## src/rtl/uart_pkg.sv

```systemverilog
// rtl/uart_pkg.sv - shared UART constants and receiver state type
package uart_pkg;

    localparam int UART_CLKS_PER_BIT = 16;
    localparam int UART_DATA_BITS    = 8;

    typedef enum logic [2:0] {
        IDLE,
        START,
        DATA,
        STOP,
        WAIT_IDLE
    } rx_state_t;

endpackage

```

## src/rtl/uart_sync2.sv

```systemverilog
// rtl/uart_sync2.sv - two-flop synchroniser for an asynchronous single-bit input
module uart_sync2 #(
    parameter logic RESET_VAL = 1'b1
) (
    input  logic clk,
    input  logic rst,
    input  logic i_async,
    output logic o_sync
);

    logic r_meta;
    logic r_sync;

    // Two back-to-back flops; reset to the line's idle level so no false edge appears
    always_ff @(posedge clk) begin
        if (rst) begin
            r_meta <= RESET_VAL;
            r_sync <= RESET_VAL;
        end else begin
            r_meta <= i_async;
            r_sync <= r_meta;
        end
    end

    assign o_sync = r_sync;

endmodule

```

## src/rtl/uart_rx.sv

```systemverilog
// rtl/uart_rx.sv - UART receiver: start validation, mid-bit sampling, stop check, holding register
module uart_rx
    import uart_pkg::*;
#(
    parameter int CLKS_PER_BIT = UART_CLKS_PER_BIT,
    parameter int DATA_BITS    = UART_DATA_BITS
) (
    input  logic                 clk,
    input  logic                 rst,
    input  logic                 rx,
    output logic [DATA_BITS-1:0] rx_data,
    output logic                 rx_valid,
    input  logic                 rx_ready,
    output logic                 frame_err,
    output logic                 overrun,
    output logic                 busy
);

    localparam int CW = $clog2(CLKS_PER_BIT);
    localparam int BW = (DATA_BITS > 1) ? $clog2(DATA_BITS) : 1;
    localparam logic [CW-1:0] HALF_LAST = CW'(CLKS_PER_BIT / 2 - 1);
    localparam logic [CW-1:0] FULL_LAST = CW'(CLKS_PER_BIT - 1);
    localparam logic [BW-1:0] LAST_BIT  = BW'(DATA_BITS - 1);

    rx_state_t              r_state;
    rx_state_t              w_state_next;
    logic [CW-1:0]          r_cnt;
    logic [BW-1:0]          r_bit;
    logic [DATA_BITS-1:0]   r_shift;
    logic [DATA_BITS-1:0]   r_data;
    logic                   r_valid;
    logic                   r_frame_err;
    logic                   r_overrun;
    logic                   w_rx_s;
    logic                   w_cnt_run;
    logic                   w_sample;
    logic                   w_good_stop;
    logic                   w_bad_stop;
    logic                   w_load;

    uart_sync2 #(.RESET_VAL(1'b1)) u_sync (
        .clk     (clk),
        .rst     (rst),
        .i_async (rx),
        .o_sync  (w_rx_s)
    );

    // State register
    always_ff @(posedge clk) begin
        if (rst) begin
            r_state <= IDLE;
        end else begin
            r_state <= w_state_next;
        end
    end

    // Next state plus decode of the mid-bit sample points (half period for start, full period after)
    always_comb begin
        w_state_next = r_state;
        w_cnt_run    = 1'b0;
        w_sample     = 1'b0;
        w_good_stop  = 1'b0;
        w_bad_stop   = 1'b0;
        case (r_state)
            IDLE: begin
                if (!w_rx_s) w_state_next = START;
            end
            START: begin
                w_cnt_run = 1'b1;
                if (r_cnt == HALF_LAST) begin
                    w_sample     = 1'b1;
                    w_state_next = w_rx_s ? IDLE : DATA;
                end
            end
            DATA: begin
                w_cnt_run = 1'b1;
                if (r_cnt == FULL_LAST) begin
                    w_sample = 1'b1;
                    if (r_bit == LAST_BIT) w_state_next = STOP;
                end
            end
            STOP: begin
                w_cnt_run = 1'b1;
                if (r_cnt == FULL_LAST) begin
                    w_sample = 1'b1;
                    if (w_rx_s) begin
                        w_good_stop  = 1'b1;
                        w_state_next = IDLE;
                    end else begin
                        w_bad_stop   = 1'b1;
                        w_state_next = WAIT_IDLE;
                    end
                end
            end
            WAIT_IDLE: begin
                if (w_rx_s) w_state_next = IDLE;
            end
            default: w_state_next = IDLE;
        endcase
    end

    // A good stop loads the holding register if it is empty or being emptied this very cycle
    assign w_load = w_good_stop && (!r_valid || rx_ready);

    // Frame-relative bit timer, bit index and LSB-first shift register
    always_ff @(posedge clk) begin
        if (rst) begin
            r_cnt   <= '0;
            r_bit   <= '0;
            r_shift <= '0;
        end else begin
            if (!w_cnt_run || w_sample) begin
                r_cnt <= '0;
            end else begin
                r_cnt <= r_cnt + CW'(1);
            end
            if (r_state == START) begin
                r_bit <= '0;
            end else if (r_state == DATA && w_sample) begin
                r_bit <= r_bit + BW'(1);
            end
            if (r_state == DATA && w_sample) begin
                r_shift <= {w_rx_s, r_shift[DATA_BITS-1:1]};
            end
        end
    end

    // Holding register handshake and one-cycle error pulses
    always_ff @(posedge clk) begin
        if (rst) begin
            r_data      <= '0;
            r_valid     <= 1'b0;
            r_frame_err <= 1'b0;
            r_overrun   <= 1'b0;
        end else begin
            r_frame_err <= w_bad_stop;
            r_overrun   <= w_good_stop && r_valid && !rx_ready;
            if (w_load) begin
                r_data  <= r_shift;
                r_valid <= 1'b1;
            end else if (r_valid && rx_ready) begin
                r_valid <= 1'b0;
            end
        end
    end

    assign rx_data   = r_data;
    assign rx_valid  = r_valid;
    assign frame_err = r_frame_err;
    assign overrun   = r_overrun;
    assign busy      = (r_state != IDLE);

endmodule

```

## config.mk

```make
export PLATFORM = sky130hd
export DESIGN_NAME = uart_rx
export DESIGN_NICKNAME = d
export VERILOG_FILES = /design/src/rtl/uart_pkg.sv /design/src/rtl/uart_sync2.sv /design/src/rtl/uart_rx.sv
export SDC_FILE = /design/constraint.sdc
export NUM_CORES = 1
export LEC_CHECK = 0
export ABC_AREA = 1
export CAP_MARGIN = 20
export CORE_UTILIZATION = 30
export CTS_CLUSTER_DIAMETER = 150
export DETAILED_ROUTE_END_ITERATION = 16
export HOLD_SLACK_MARGIN = 0.06
export SLEW_MARGIN = 20
export SYNTH_ARGS = -nofsm -noshare
export SYNTH_HDL_FRONTEND = slang
export SYNTH_HIERARCHICAL = 1
export SYNTH_SLANG_ARGS = --single-unit
```

## constraint.sdc

```tcl
create_clock -name clk -period 3.02 [get_ports clk]
set_input_delay 0.906 -clock clk [delete_from_list [all_inputs] [get_ports clk]]
set_output_delay 0.906 -clock clk [all_outputs]
set_load 0.05 [all_outputs]
```

==> run metrics, run 1 <==
clock root cell=clkbuf_8; worst-skew pair later-pin latency=0.28 ns; post-detailed-route wirelength per cell=10.2 um; drt first pass iters=4; Switch Pwr=0.351 mW; starting density of the core=0.315; most frequent cells after synthesis=nand2_1, dfxtp_1, nand3_1; Reg area=621 um^2; Post-DP Area=0.00156 mm^2; CP Launch Type=flop; max cap viols=0; Fin. Hold Viols=0; area grow syn2layout=21.5%; min Tclk post-route=2.63 ns; clk_skew=0.00553 ns; global route overflow=0; Die ar.=0.00488 mm^2; Iter 0 DRT Violations=62; CTS tree=yes; Resize count post-CTS=0; clock power share=0.375; Hold WS=0.418 ns; #FFs+latches synth=31; synth warn=6; placed insts=241; final antenna-violating net count=0; # setup viols final=0; RSZ-0062 raised after global routing=false; Worst setup EP type=output pin; Fillers=465; initial antenna violation count=0; final net count=203; commonest register cell after synthesis=dfxtp_1; Max Fclk=380 MHz; combinational fraction of design power=0.220; Worst EP arrival=1.73 ns; share of the synthesized area in the top cell type=0.449; Setup Fix Bufs, Post-CTS=0; Sink Count=31; setup ws final=0.387 ns; Final Power=1.13 mW; Top Ports=16; drt drc=0; Slew Viols, Final=0; area of the mapped netlist=0.00138 mm^2; Slew @ Worst Pin=0.560 ns; largest area contributor in the synthesized netlist=dfxtp_1; peak supply drop=0.000233 V; Mapped Avg Cell Area=7.72 um^2; fin cells=249; syn_nets=186; Mapped Cells=179; GRT Total Usage=0.114; CP required=2.11 ns; CTS Buffer Depth=2; post-synthesis sequential area ratio=0.449; critical path fanouts, max=7; gpl congestion=0.821; routed via count=1138; period utilization=0.872; HPWL Detailed=1810 um; via density per instance=4.57; P_leak=0.641 nW; H-Tree Depth=2; first-pass GRT wire length=4350 um; Core ar.=0.00438 mm^2; CTS Hold Bufs=0; input/output buffers=15; final WL=2540 um; CTS buffer count=5; setup TNS=0 ns; pre-CTS setup slack=0.690 ns; sequential power share=0.404; post-route core utilization=0.383; fin area=0.00168 mm^2; switching part of the total=0.312; most frequent cell after synthesis=nand2_1; Power per Cell Area=671 mW/mm^2; Min-Delay Path Class=flop to flop; Unique masters post-synth=23; Chip Height=69.9 um; Slew HR=0.626; Multi-input gate area=659 um^2; status=complete, no violations; Post-synth ARST share=0; Worst-path clk slew=0.07 ns; Setup Crit Path Kind=flop to output pin; vias in the first global route=999; largest net degree at the start of global routing=22; Internal Pwr Total=0.776 mW; number of inserted diodes=0; Die Wd=69.9 um; Post-synth EDFFs=0; share of cells above drive strength 1=0.162; Core Rows=24; Synth area leaders=dfxtp_1, nand2_1, nand3_1, nor2_1, a21oi_1
-- power groups by stage --
stage	clock network, mW	registers [mW]	logic [mW]
6_report	0.423	0.456	0.248
5_1_grt	0.453	0.459	0.283
4_1_cts	0.437	0.456	0.250
3_5_place_dp	0	0.465	0.250
3_3_place_gp	0	0.465	0.250
2_1_floorplan	0	0.461	0.199
-- per-layer routing --
metal | share of wire | track usage
met5 | 0 | 0
met4 | 0.028 | 0.0667
met3 | 0.037 | 0.0390
met2 | 0.45 | 0.171
met1 | 0.49 | 0.142
-- registers in the layout, indices dropped and copies added (netlist names) --
register	cells
overrun	1
u_sync/o_sync	1
r_cnt	4
frame_err	1
rx_data	8
r_shift	8
r_bit	3
r_state	3
u_sync/r_meta	1
rx_valid	1
-- cells in the final DEF, fill, tap and decap left out --
cell             netlist  routed
nand3_2                3       3
inv_2                  2       2
nand2_2                8       8
nor3b_1                1       1
nand3_1               26      26
o21ai_0                1       1
xor2_1                 1       1
nor2_2                 1       1
bufinv_16              0       1
nand2_4                1       1
ha_1                   3       3
a21oi_1               14      14
buf_4                  0       1
clkdlybuf4s50_1        0      15
nor3_1                 3       3
clkinv_2               0       1
clkbuf_8               0       6
nor3_4                 1       1
nand2_1               36      36
nor2_1                20      20
dfxtp_1               31      31
a21oi_2                7       7
inv_1                 14      14
-- cell families after synthesis --
kind of cell / count (synthesis) / share of synthesized area
and+or+nand+nor: 100 / 0.345
DFF: 31 / 0.449
AOI/OAI and AO/OA: 22 / 0.0986
buffers and inverters: 22 / 0.0742
adders and majority gates: 3 / 0.0272
xor gates and xnor gates: 1 / 0.00634
-- worst max-delay path: stages (launching register included) --
cell	delay [ns]
dfxtp_1	0.45
nor2_1	0.13
nand2_1	0.07
clkdlybuf4s50_1	0.79
-- cell type report --
cell class / instances / share of cell area
clock inverters: 2 / 0.0208
multi-input cells: 126 / 0.392
well taps: 52 / 0.0387
clock buffers: 6 / 0.0491
inverters: 16 / 0.0357
repair buffers: 16 / 0.0938
flip-flops and latches: 31 / 0.369
-- worst paths after layout --
| path | depth (start not counted) | to | slack, ns | startpoint |
|---|---|---|---|---|
| worst max-delay path | 3 | busy | 0.39 | r_state[0] |
| worst min-delay path | 2 | u_sync/o_sync | 0.42 | u_sync/r_meta |
| worst max register to register | 8 | r_shift[0] | 1.34 | r_cnt[0] |
| worst min register to register | 2 | u_sync/o_sync | 0.42 | u_sync/r_meta |
Note: power is estimated with default switching activity, not from simulation.
==> inputs of run 2 (changes only) <==
--- a/config.mk
+++ b/config.mk
@@ -11,8 +11,10 @@
 export CTS_CLUSTER_DIAMETER = 150
 export DETAILED_ROUTE_END_ITERATION = 16
 export HOLD_SLACK_MARGIN = 0.06
+export SKIP_CTS_REPAIR_TIMING = 1
 export SLEW_MARGIN = 20
 export SYNTH_ARGS = -nofsm -noshare
 export SYNTH_HDL_FRONTEND = slang
 export SYNTH_HIERARCHICAL = 1
 export SYNTH_SLANG_ARGS = --single-unit
+export TNS_END_PERCENT = 5
==> results of run 2 <==
Same layout as run 1: the final DEF is identical, and so are final timing and power.
